### config.mk
export PLATFORM = sky130hd
export DESIGN_NAME = port_axil_csr_flat
export DESIGN_NICKNAME = d
export VERILOG_FILES = /design/src/rtl/port_axil_csr_if.sv /design/src/rtl/port_axil_csr.sv /design/src/flat_wrapper.sv
export SDC_FILE = /design/constraint.sdc
export NUM_CORES = 1
export LEC_CHECK = 0
export ABC_AREA = 1
export CAP_MARGIN = 0
export CORE_ASPECT_RATIO = 1.4
export CORE_MARGIN = 4
export CORE_UTILIZATION = 55
export CTS_CLUSTER_DIAMETER = 80
export DETAILED_ROUTE_END_ITERATION = 7
export GPL_TIMING_DRIVEN = 1
export PLACE_DENSITY = 0.81
export SLEW_MARGIN = 20
export SYNTH_ARGS = -nofsm -noshare
export SYNTH_HDL_FRONTEND = slang
export SYNTH_SLANG_ARGS = --single-unit
### constraint.sdc
create_clock -name sys_clk -period 2.4 [get_ports sys_clk]
set_input_delay 0.36 -clock sys_clk [delete_from_list [all_inputs] [get_ports sys_clk]]
set_output_delay 0.36 -clock sys_clk [all_outputs]
set_load 0.02 [all_outputs]
### src/rtl/port_axil_csr_if.sv
// ---------------------------------------------------------------------------
// port_axil_csr_if
//   AXI4-lite register bus between the NIOS-V interconnect and a traffic
//   port's CSR block.
//
//   Each channel uses valid/ready: a beat transfers on a rising clock edge
//   where both valid and ready are high. The sender holds valid and payload
//   stable until that edge. The receiver may raise or drop ready freely.
//
//   Signals (named as seen from the bus):
//     axi_aw*  write address channel  (awaddr, awvalid, awready)
//     axi_w*   write data channel     (wdata, wstrb, wvalid, wready)
//     axi_b*   write response channel (bresp, bvalid, bready)
//     axi_ar*  read address channel   (araddr, arvalid, arready)
//     axi_r*   read data channel      (rdata, rresp, rvalid, rready)
//   Modports: master drives addresses, data and the response readies;
//             slave drives the address/data readies and the responses.
// ---------------------------------------------------------------------------
interface port_axil_csr_if #(
    parameter int ADDR_W = 12
);
    logic [ADDR_W-1:0] axi_awaddr;
    logic              axi_awvalid;
    logic              axi_awready;
    logic [31:0]       axi_wdata;
    logic [3:0]        axi_wstrb;
    logic              axi_wvalid;
    logic              axi_wready;
    logic [1:0]        axi_bresp;
    logic              axi_bvalid;
    logic              axi_bready;
    logic [ADDR_W-1:0] axi_araddr;
    logic              axi_arvalid;
    logic              axi_arready;
    logic [31:0]       axi_rdata;
    logic [1:0]        axi_rresp;
    logic              axi_rvalid;
    logic              axi_rready;

    modport master (
        output axi_awaddr, axi_awvalid,
        input  axi_awready,
        output axi_wdata, axi_wstrb, axi_wvalid,
        input  axi_wready,
        input  axi_bresp, axi_bvalid,
        output axi_bready,
        output axi_araddr, axi_arvalid,
        input  axi_arready,
        input  axi_rdata, axi_rresp, axi_rvalid,
        output axi_rready
    );

    modport slave (
        input  axi_awaddr, axi_awvalid,
        output axi_awready,
        input  axi_wdata, axi_wstrb, axi_wvalid,
        output axi_wready,
        output axi_bresp, axi_bvalid,
        input  axi_bready,
        input  axi_araddr, axi_arvalid,
        output axi_arready,
        output axi_rdata, axi_rresp, axi_rvalid,
        input  axi_rready
    );
endinterface

### src/rtl/port_axil_csr.sv
// ---------------------------------------------------------------------------
// port_axil_csr
//   AXI4-lite slave CSR block for one traffic port. It drives the static
//   transceiver controls and reports PLL/link status, an error counter and a
//   sticky link-change interrupt. Everything runs in the sys_clk domain.
//
//   Ports:
//     sys_clk, sys_rst     register clock, synchronous active-high reset
//     bus                  AXI4-lite slave (port_axil_csr_if.slave)
//     pll_locked[1:0]      [0]=10G ATX, [1]=1G ATX lock (sys_clk domain)
//     link_up              PCS link status (sys_clk domain)
//     err_pulse            one-cycle error event
//     ctrl_tx_en/rx_en/loopback/rate_sel   CTRL register bits
//     irq                  level interrupt = IRQ[0] & IRQ_EN[0]
//
//   Register map (word index = addr[ADDR_W-1:2]):
//     0x000 ID      RO   ID_VALUE
//     0x004 CTRL    RW   [0] tx_en [1] rx_en [2] loopback [3] rate_sel
//     0x008 STATUS  RO   [0] link_up [2:1] pll_locked
//     0x00C SCRATCH RW   32 bits
//     0x010 ERR_CNT RO   clear-on-read, saturating
//     0x014 IRQ     W1C  [0] sticky link_up change
//     0x018 IRQ_EN  RW   [0]
// ---------------------------------------------------------------------------
module port_axil_csr #(
    parameter logic [31:0] ID_VALUE = 32'hB5C0_0001,
    parameter int          ADDR_W   = 12
) (
    input  logic                 sys_clk,
    input  logic                 sys_rst,
    port_axil_csr_if.slave       bus,
    input  logic [1:0]           pll_locked,
    input  logic                 link_up,
    input  logic                 err_pulse,
    output logic                 ctrl_tx_en,
    output logic                 ctrl_rx_en,
    output logic                 ctrl_loopback,
    output logic                 ctrl_rate_sel,
    output logic                 irq
);

    localparam int IDX_W = ADDR_W - 2;

    localparam logic [IDX_W-1:0] REG_ID      = IDX_W'(0);
    localparam logic [IDX_W-1:0] REG_CTRL    = IDX_W'(1);
    localparam logic [IDX_W-1:0] REG_STATUS  = IDX_W'(2);
    localparam logic [IDX_W-1:0] REG_SCRATCH = IDX_W'(3);
    localparam logic [IDX_W-1:0] REG_ERR_CNT = IDX_W'(4);
    localparam logic [IDX_W-1:0] REG_IRQ     = IDX_W'(5);
    localparam logic [IDX_W-1:0] REG_IRQ_EN  = IDX_W'(6);

    localparam logic [1:0] RESP_OKAY   = 2'b00;
    localparam logic [1:0] RESP_SLVERR = 2'b10;

    // ---------------------------------------------------------------- state
    logic             aw_held;
    logic             w_held;
    logic [IDX_W-1:0] awidx_q;
    logic [31:0]      wdata_q;
    logic [3:0]       wstrb_q;

    logic             awready_q;
    logic             wready_q;
    logic             bvalid_q;
    logic [1:0]       bresp_q;

    logic             arready_q;
    logic             rvalid_q;
    logic [31:0]      rdata_q;
    logic [1:0]       rresp_q;

    logic [3:0]       ctrl_q;
    logic [31:0]      scratch_q;
    logic [31:0]      err_cnt_q;
    logic             irq_stat_q;
    logic             irq_en_q;
    logic             link_q;

    // --------------------------------------------------------- handshakes
    logic aw_hs;
    logic w_hs;
    logic b_hs;
    logic ar_hs;
    logic r_hs;

    assign aw_hs = bus.axi_awvalid & awready_q;
    assign w_hs  = bus.axi_wvalid  & wready_q;
    assign b_hs  = bvalid_q & bus.axi_bready;
    assign ar_hs = bus.axi_arvalid & arready_q;
    assign r_hs  = rvalid_q & bus.axi_rready;

    // Byte offset bits are ignored by the decoder.
    logic unused_addr_lsb;
    assign unused_addr_lsb = ^{bus.axi_awaddr[1:0], bus.axi_araddr[1:0]};

    // ---------------------------------------------------------- write path
    // The write fires in the same edge as the later of the two handshakes,
    // taking each field either from its holding register or straight from
    // the bus if that beat is transferring now.
    logic             wr_fire;
    logic [IDX_W-1:0] wr_idx;
    logic [31:0]      wr_data;
    logic [3:0]       wr_strb;
    logic             wr_mapped;
    logic             aw_held_n;
    logic             w_held_n;
    logic             bvalid_n;

    always_comb begin
        wr_fire   = (aw_held | aw_hs) & (w_held | w_hs);
        wr_idx    = aw_held ? awidx_q : bus.axi_awaddr[ADDR_W-1:2];
        wr_data   = w_held  ? wdata_q : bus.axi_wdata;
        wr_strb   = w_held  ? wstrb_q : bus.axi_wstrb;
        wr_mapped = (wr_idx <= REG_IRQ_EN);
        aw_held_n = ~wr_fire & (aw_held | aw_hs);
        w_held_n  = ~wr_fire & (w_held  | w_hs);
        bvalid_n  = wr_fire | (bvalid_q & ~b_hs);
    end

    logic wr_ctrl;
    logic wr_scratch;
    logic wr_irq_en;
    logic irq_w1c;

    assign wr_ctrl    = wr_fire & (wr_idx == REG_CTRL);
    assign wr_scratch = wr_fire & (wr_idx == REG_SCRATCH);
    assign wr_irq_en  = wr_fire & (wr_idx == REG_IRQ_EN);
    assign irq_w1c    = wr_fire & (wr_idx == REG_IRQ) & wr_strb[0] & wr_data[0];

    always_ff @(posedge sys_clk) begin
        if (sys_rst) begin
            aw_held   <= 1'b0;
            w_held    <= 1'b0;
            awidx_q   <= '0;
            wdata_q   <= '0;
            wstrb_q   <= '0;
            awready_q <= 1'b0;
            wready_q  <= 1'b0;
            bvalid_q  <= 1'b0;
            bresp_q   <= RESP_OKAY;
        end else begin
            aw_held  <= aw_held_n;
            w_held   <= w_held_n;
            bvalid_q <= bvalid_n;
            if (aw_hs) begin
                awidx_q <= bus.axi_awaddr[ADDR_W-1:2];
            end
            if (w_hs) begin
                wdata_q <= bus.axi_wdata;
                wstrb_q <= bus.axi_wstrb;
            end
            if (wr_fire) begin
                bresp_q <= wr_mapped ? RESP_OKAY : RESP_SLVERR;
            end
            // A channel re-opens only once nothing is held and no response
            // is outstanding; this also raises both readies the first cycle
            // after reset release.
            awready_q <= ~aw_held_n & ~bvalid_n;
            wready_q  <= ~w_held_n  & ~bvalid_n;
        end
    end

    // ----------------------------------------------------------- read path
    logic [IDX_W-1:0] rd_idx;
    logic [31:0]      rd_val;
    logic             rd_mapped;
    logic             rvalid_n;

    assign rd_idx   = bus.axi_araddr[ADDR_W-1:2];
    assign rvalid_n = ar_hs | (rvalid_q & ~r_hs);

    always_comb begin
        rd_val    = '0;
        rd_mapped = 1'b1;
        case (rd_idx)
            REG_ID:      rd_val = ID_VALUE;
            REG_CTRL:    rd_val = {28'd0, ctrl_q};
            REG_STATUS:  rd_val = {29'd0, pll_locked, link_up};
            REG_SCRATCH: rd_val = scratch_q;
            REG_ERR_CNT: rd_val = err_cnt_q;
            REG_IRQ:     rd_val = {31'd0, irq_stat_q};
            REG_IRQ_EN:  rd_val = {31'd0, irq_en_q};
            default:     rd_mapped = 1'b0;
        endcase
    end

    always_ff @(posedge sys_clk) begin
        if (sys_rst) begin
            arready_q <= 1'b0;
            rvalid_q  <= 1'b0;
            rdata_q   <= '0;
            rresp_q   <= RESP_OKAY;
        end else begin
            rvalid_q  <= rvalid_n;
            arready_q <= ~rvalid_n;
            // rd_val samples the registers before this edge's write lands,
            // so a same-cycle read of a register being written sees the old
            // value.
            if (ar_hs) begin
                rdata_q <= rd_val;
                rresp_q <= rd_mapped ? RESP_OKAY : RESP_SLVERR;
            end
        end
    end

    // ------------------------------------------------------------ registers
    logic err_cnt_rd;
    logic link_edge;

    assign err_cnt_rd = ar_hs & (rd_idx == REG_ERR_CNT);
    assign link_edge  = link_up ^ link_q;

    always_ff @(posedge sys_clk) begin
        if (sys_rst) begin
            ctrl_q     <= '0;
            scratch_q  <= '0;
            err_cnt_q  <= '0;
            irq_stat_q <= 1'b0;
            irq_en_q   <= 1'b0;
            link_q     <= 1'b0;
        end else begin
            if (wr_ctrl && wr_strb[0]) begin
                ctrl_q <= wr_data[3:0];
            end
            if (wr_scratch) begin
                for (int b = 0; b < 4; b++) begin
                    if (wr_strb[b]) begin
                        scratch_q[8*b +: 8] <= wr_data[8*b +: 8];
                    end
                end
            end
            if (wr_irq_en && wr_strb[0]) begin
                irq_en_q <= wr_data[0];
            end

            // Clear-on-read keeps an event landing in the capture cycle by
            // loading it instead of zero, so no error is ever lost.
            if (err_cnt_rd) begin
                err_cnt_q <= {31'd0, err_pulse};
            end else if (err_pulse && (err_cnt_q != 32'hFFFF_FFFF)) begin
                err_cnt_q <= err_cnt_q + 32'd1;
            end

            // A new edge wins over a simultaneous W1C.
            link_q     <= link_up;
            irq_stat_q <= link_edge | (irq_stat_q & ~irq_w1c);
        end
    end

    // -------------------------------------------------------------- outputs
    assign bus.axi_awready = awready_q;
    assign bus.axi_wready  = wready_q;
    assign bus.axi_bvalid  = bvalid_q;
    assign bus.axi_bresp   = bresp_q;
    assign bus.axi_arready = arready_q;
    assign bus.axi_rvalid  = rvalid_q;
    assign bus.axi_rdata   = rdata_q;
    assign bus.axi_rresp   = rresp_q;

    assign ctrl_tx_en    = ctrl_q[0];
    assign ctrl_rx_en    = ctrl_q[1];
    assign ctrl_loopback = ctrl_q[2];
    assign ctrl_rate_sel = ctrl_q[3];
    assign irq           = irq_stat_q & irq_en_q;

endmodule

### src/flat_wrapper.sv
// flat-port wrapper written by rule: the top's interface ports become plain ports
module port_axil_csr_flat 
#(
    parameter logic [31:0] ID_VALUE = 32'hB5C0_0001,
    parameter int          ADDR_W   = 12
)
  (sys_clk, sys_rst, pll_locked, link_up, err_pulse, ctrl_tx_en, ctrl_rx_en, ctrl_loopback, ctrl_rate_sel, irq, bus_axi_awaddr, bus_axi_awvalid, bus_axi_awready, bus_axi_wdata, bus_axi_wstrb, bus_axi_wvalid, bus_axi_wready, bus_axi_bresp, bus_axi_bvalid, bus_axi_bready, bus_axi_araddr, bus_axi_arvalid, bus_axi_arready, bus_axi_rdata, bus_axi_rresp, bus_axi_rvalid, bus_axi_rready);
  port_axil_csr_if #(.ADDR_W(ADDR_W)) bus_i ();
  input  logic sys_clk;
  input  logic sys_rst;
  input  logic [1:0] pll_locked;
  input  logic link_up;
  input  logic err_pulse;
  output logic ctrl_tx_en;
  output logic ctrl_rx_en;
  output logic ctrl_loopback;
  output logic ctrl_rate_sel;
  output logic irq;
  input wire logic [$bits(bus_i.axi_awaddr)-1:0] bus_axi_awaddr;
  input wire logic [$bits(bus_i.axi_awvalid)-1:0] bus_axi_awvalid;
  output wire logic [$bits(bus_i.axi_awready)-1:0] bus_axi_awready;
  input wire logic [$bits(bus_i.axi_wdata)-1:0] bus_axi_wdata;
  input wire logic [$bits(bus_i.axi_wstrb)-1:0] bus_axi_wstrb;
  input wire logic [$bits(bus_i.axi_wvalid)-1:0] bus_axi_wvalid;
  output wire logic [$bits(bus_i.axi_wready)-1:0] bus_axi_wready;
  output wire logic [$bits(bus_i.axi_bresp)-1:0] bus_axi_bresp;
  output wire logic [$bits(bus_i.axi_bvalid)-1:0] bus_axi_bvalid;
  input wire logic [$bits(bus_i.axi_bready)-1:0] bus_axi_bready;
  input wire logic [$bits(bus_i.axi_araddr)-1:0] bus_axi_araddr;
  input wire logic [$bits(bus_i.axi_arvalid)-1:0] bus_axi_arvalid;
  output wire logic [$bits(bus_i.axi_arready)-1:0] bus_axi_arready;
  output wire logic [$bits(bus_i.axi_rdata)-1:0] bus_axi_rdata;
  output wire logic [$bits(bus_i.axi_rresp)-1:0] bus_axi_rresp;
  output wire logic [$bits(bus_i.axi_rvalid)-1:0] bus_axi_rvalid;
  input wire logic [$bits(bus_i.axi_rready)-1:0] bus_axi_rready;
  assign bus_i.axi_awaddr = bus_axi_awaddr;
  assign bus_i.axi_awvalid = bus_axi_awvalid;
  assign bus_axi_awready = bus_i.axi_awready;
  assign bus_i.axi_wdata = bus_axi_wdata;
  assign bus_i.axi_wstrb = bus_axi_wstrb;
  assign bus_i.axi_wvalid = bus_axi_wvalid;
  assign bus_axi_wready = bus_i.axi_wready;
  assign bus_axi_bresp = bus_i.axi_bresp;
  assign bus_axi_bvalid = bus_i.axi_bvalid;
  assign bus_i.axi_bready = bus_axi_bready;
  assign bus_i.axi_araddr = bus_axi_araddr;
  assign bus_i.axi_arvalid = bus_axi_arvalid;
  assign bus_axi_arready = bus_i.axi_arready;
  assign bus_axi_rdata = bus_i.axi_rdata;
  assign bus_axi_rresp = bus_i.axi_rresp;
  assign bus_axi_rvalid = bus_i.axi_rvalid;
  assign bus_i.axi_rready = bus_axi_rready;
  port_axil_csr #(.ID_VALUE(ID_VALUE), .ADDR_W(ADDR_W)) u_core (.sys_clk(sys_clk), .sys_rst(sys_rst), .bus(bus_i), .pll_locked(pll_locked), .link_up(link_up), .err_pulse(err_pulse), .ctrl_tx_en(ctrl_tx_en), .ctrl_rx_en(ctrl_rx_en), .ctrl_loopback(ctrl_loopback), .ctrl_rate_sel(ctrl_rate_sel), .irq(irq));
endmodule
==> After elaboration in Yosys (flattened, before gate mapping) <==
Cells that the tools add are included.
{ "word_totals": {"reg_bits": 160, "input_bits": 71, "elab_cells": 91} }
{ "classes": {"n_addsub": 1, "order_cmp": 1, "n_eq_ne": 11, "muxes": 9, "bitwise_logic": 35, "n_reduce_logical": 11} }
{ "op_table": {"columns": ["cell", "count"], "rows": [
  ["one-hot mux 32 bit (7 select lines)", 1],
  ["equality test 10 x 3 -> 1 bit (second input constant)", 5],
  ["adder 32 x 1 -> 32 bit (second input constant)", 1],
  ["2-to-1 mux 32 bit", 1],
  ["!= test 32 bit (second input constant)", 1],
  ["equality test 10 x 2 -> 1 bit (second input constant)", 3],
  ["bitwise AND 1 bit", 21],
  ["equality test 10 x 1 -> 1 bit (second input constant)", 2],
  ["less-or-equal comparator 10 x 3 -> 1 bit (second input constant)", 1],
  ["logical NOT 10 bit", 1],
  ["2-to-1 mux 10 bit", 1],
  ["NOT 1 bit", 8],
  ["AND reduction 2 bit", 4],
  ["OR reduction 7 bit", 1],
  ["bitwise OR 1 bit", 5],
  ["2-to-1 mux 2 bit", 2],
  ["2-to-1 mux 4 bit", 1],
  ["logical AND 1 bit", 3],
  ["2-to-1 mux 1 bit", 3],
  ["nonzero test 2 bit", 1],
  ["OR reduction 2 bit", 1],
  ["XOR 1 bit", 1]
]} }

==> Depth between registers and ports, before layout <==
{ "logic_depth": {"depth_word": 9, "depth_mapped": 12, "mapped_depth_nobuf": 12} }

==> Least setup slack after synthesis <==
No wires, ideal clock.
{ "synth_path": {"kind": "register to register", "from": "register u_core.awready_q, in the netlist u_core.bus.axi_awready", "to": "register u_core.scratch_q[8]", "t_arrival_ns": 1.511, "required_ns": 2.287, "slack_ns": 0.776, "stages_incl_launch_ff": 10, "n_path_buf": 0, "path_cell_list": "dfxtp_1 -> nand2_1 -> nand2_2 -> nand2_2 -> nor2_4 -> nand3_4 -> nor2_8 -> inv_6 -> nor2_1 -> nor2_1"} }
{ "synth_between": {"elab_chain_len": 5} }
{ "synth_rtl": {"columns": ["element", "line", "rtl"], "rows": [
  ["start: declaration", "port_axil_csr.sv:62", "logic awready_q;"],
  ["start signal: assignment", "port_axil_csr.sv:158", "awready_q <= ~aw_held_n & ~bvalid_n;"],
  ["bitwise AND 1 bit", "port_axil_csr.sv:86", "assign aw_hs = bus.axi_awvalid & awready_q;"],
  ["bitwise OR 1 bit", "port_axil_csr.sv:110", "wr_fire = (aw_held | aw_hs) & (w_held | w_hs);"],
  ["bitwise AND 1 bit", "port_axil_csr.sv:110", null],
  ["bitwise AND 1 bit", "port_axil_csr.sv:126", "assign wr_scratch = wr_fire & (wr_idx == REG_SCRATCH);"],
  ["AND reduction 2 bit (no line)", null, null],
  ["end signal: indexed assignment", "port_axil_csr.sv:228", "scratch_q[8*b +: 8] <= wr_data[8*b +: 8];"],
  ["end: declaration", "port_axil_csr.sv:73", "logic [31:0] scratch_q;"]
]} }
Every way passes these cells.
A chain may end at the register's enable or synchronous reset.

==> Worst setup path after layout <==
{ "layout_path": {"from": "register u_core.err_cnt_q[1]", "to": "register u_core.err_cnt_q[20]"} }
{ "layout_between": {"elab_chain_len": 2} }
{ "layout_rtl": {"columns": ["element", "line", "rtl"], "rows": [
  ["start: declaration", "port_axil_csr.sv:74", "logic [31:0] err_cnt_q;"],
  ["start signal: assignment", "port_axil_csr.sv:239", "err_cnt_q <= {31'd0, err_pulse};"],
  ["start signal: assignment", "port_axil_csr.sv:241", "err_cnt_q <= err_cnt_q + 32'd1;"],
  ["parallel branches: the longest is 2 deep, another holds adder 32 x 1 -> 32 bit", null, null]
]} }
Parallel ways; which one is timed is not known.

==> summary.md <==
| Metric | Value |
|---|---|
| Met1 GRT Util | `30.77%` |
| Synth Instances | `1160` |
| Seq/Total Area, Yosys | `40.82%` |
| Grt met2 use | `45.86%` |
| Worst Hold Class | `flip-flop to flip-flop` |
| Fin area | `0.009562 sq mm` |
| First-pass GRT wire length | `33570 microns` |
| HPWL after DPL | `15080 microns` |
| Root buffer cell | `clkbuf_16` |
| Critical Path AT | `2250 ps` |
| Startpoint types | `flip-flop` |
| Skew-Pair Late Insertion Delay | `420 ps` |
| Number of diodes | `0` |
| Post-layout minimum cycle time | `1935 ps` |
| Share of cells above drive strength 1 | `9.703%` |
| Synth top area share | `40.82%` |
| Measured slew at the worst slew-check pin | `580.3 ps` |
| R2R setup slack | `460 ps` |
| RR Endpoint | `u_core.err_cnt_q[20]` |
| Pleak | `3.962 nW` |
| CTS Sinks | `158` |
| Most frequent cells in the layout | `nand2_1 (323), nor2_1 (166), dfxtp_1 (157)` |
| Fillers | `1223` |
| Total core area | `0.01385 sq mm` |
| Clock-pin slew on the worst setup and hold paths | `60 ps` |
| Max VDD drop | `475.8 uV` |
| Hold Crit Start | `u_core.awidx_q[0]` |
| Drt via density | `5.158` |
| Global route hottest layer | `met2` |
| Slew margin rel. | `61.25%` |
| Crit share post-route | `80.63%` |
| Critical R2R Launch | `u_core.err_cnt_q[1]` |
| Hold buffers post-CTS | `0` |
| Setup violations, final | `0` |
| Most common cell after layout, fill and taps aside | `nand2_1` |
| Die footprint | `0.01608 sq mm` |
| Routability cong. | `0.9770` |
| Average wire per standard cell | `14.01 microns` |
| Initial Utilization | `55.96%` |
| Crit path largest cell delay | `390 ps` |
| Met3 Track Usage GR | `4.516%` |
| Worst Path Max Fanout | `33` |
| IO buf count | `110` |
| Max Root-Sink Buffers | `2` |
| Setup_tns | `0 ps` |
| Post-Layout Cell Count | `1463` |
| Via count | `7546` |
| Num ports | `117` |
| Top cell by count, worst path | `nand2_1` |
| H-tree levels | `4` |
| Total routed wirelength | `20500 microns` |
| Drt drc | `0` |
| Final #Nets | `1338` |
| CTS tree | `done` |
| Postcts setup bufs | `0` |
| Worst Path Required | `2710 ps` |
| Iteration-0 DRC count of the detailed router | `446` |
| Final ANT Viol Nets | `0` |
| Setup CP Type | `flip-flop to flip-flop` |
| Vias in the first global route | `7038` |
| Fmax | `516.7 MHz` |
| CP cell instances | `ha_1 -> nand2_1 -> nor2_2 -> nand2_2 -> nor2_4 -> nand2_2 -> nand2_4 -> inv_2 -> nand2_1 -> nand2_1 -> nand2_1 -> nor2_1` |
| Initial antenna violation count | `0` |
| PD cells | `595.4 mW/mm^2` |
| Hold depth | `2` |
| DP Area | `0.009039 sq mm` |
| Final Max Slew Viols | `0` |
| Ranking of synthesized cells by area | `dfxtp_1 (41%), nand2_1 (16%), nor2_1 (8.0%)` |
| TritonRoute pass-1 iters | `5` |
| Max-Cap Viols | `0` |
| GRT Total Usage | `26.09%` |
| Grt ovf | `0` |
| Setup crit end kind | `flip-flop` |
| Mean Syn Cell Area | `6.680 sq um` |
| Worst hold slack | `444.1 ps` |
| Status | `finished clean` |
| Yosys warns | `0` |
| Site row count | `51` |
| Worst path bufs/invs | `1` |
| PostCTS Resize Cnt | `0` |
| Die width | `108.3 microns` |
| Placed Instances | `1432` |
| Synthesis-to-finish area growth | `23.40%` |
| CTS buffer count | `17` |
| Setup Skew | `6.033 ps` |
| #FFs+latches synth | `158` |
| Mapped cell area | `0.007749 sq mm` |
| Hold Path End | `u_core.awidx_q[0]` |
| FF-to-FF path depth | `12` |
| Die height | `148.4 microns` |
| Largest net degree at the start of global routing | `65` |
| Final Hold Viols | `0` |
| Power, Total | `5.693 mW` |
| Crit path max-delay family | `simple AND/OR/NAND/NOR gates` |
| Area leader, netlist | `dfxtp_1` |
| Cell variety after synth | `39` |
| RSZ-0062 raised after global routing | `no` |
| Slowest cell on crit path | `dfxtp_1` |
==> metal layers <==
metal | wire length, microns | up-vias
li1 | - | 3884
met1 | 8263 | 3388
met2 | 10430 | 224
met3 | 1110 | 50
met4 | 696 | 0
met5 | 0 | -
==> synth_stat cells, drive strengths merged <==
cell type and instances:
ha 1, inv 113, buf 21, clkinv 2
o211ai 5, xnor2 2, o21bai 2, clkbuf 27
nor2 182, a21oi 85, conb 1, nand2 348
nand3 57, dfxtp 158, xor2 5, o21ai 127
nand3b 13, nand4 8, nor3 3
==> registers in the layout (all words and copies together) (netlist names), 4 cells and up <==
signal and cells:
u_core.wdata_q 32, u_core.awidx_q 10, u_core.ctrl_q 4, u_core.scratch_q 32, u_core.err_cnt_q 32, u_core.bus.axi_rdata 32, u_core.wstrb_q 4
==> cell families after synthesis <==
logic type | after synthesis | synth area share [%]
adder cells (fa/ha/maj) | 1 | 0.1614
AND/OR/NAND/NOR | 611 | 33.94
other | 1 | 0.04840
AO/OA/AOI/OAI | 219 | 15.24
buffers and inverters | 163 | 8.994
flip-flops | 158 | 40.82
XOR/XNOR | 7 | 0.7912
==> layout make-up <==
type	count	area, sq um	area share [%]
multi-input cells	840	3892	40.71
flip-flops and latches	158	3164	33.09
repair buffers	134	1306	13.66
inverters	115	444.2	4.645
clock buffers	18	429.2	4.488
well taps	185	231.5	2.421
clock inverters	13	93.84	0.9814
==> worst reg2reg max path: cells and delay by family (launching register included) <==
family | cells | cell delay, ps
flops | 1 | 390
buf+inv | 1 | 220
simple gates | 10 | 990
fa+ha+maj | 1 | 240
==> where the power goes <==
| group | switching (mW) | internal [mW] | leakage, nW |
|---|---|---|---|
| Combinational | 0.319 | 0.223 | 2.42 |
| Sequential | 0.0414 | 2.70 | 1.28 |
| Clock | 1.09 | 1.32 | 0.254 |
==> per-stage QoR <==
step | setup WS, ps | utilization, %
6_report | 464.8 | 69.05
5_1_grt | 306.6 | 69.05
4_1_cts | 469.1 | 69.05
3_5_place_dp | 171.2 | 65.28
3_3_place_gp | 205.1 | 65.28
2_1_floorplan | 775.9 | -
==> worst max-delay path by stage <==
stage                      startpoint                   end  slack, ps  cells past startpoint
2_1_floorplan  u_core.bus.axi_awready   u_core.scratch_q[8]        780                      9
3_3_place_gp        bus_axi_araddr[4]   u_core.err_cnt_q[9]        210                     12
3_5_place_dp        bus_axi_araddr[4]  u_core.err_cnt_q[10]        170                     12
4_1_cts                u_core.aw_held  u_core.scratch_q[19]        470                      9
5_1_grt           u_core.err_cnt_q[1]   u_core.err_cnt_q[0]        310                     11
6_report          u_core.err_cnt_q[1]  u_core.err_cnt_q[20]        460                     12
Note: power is estimated with default switching activity, not from simulation.
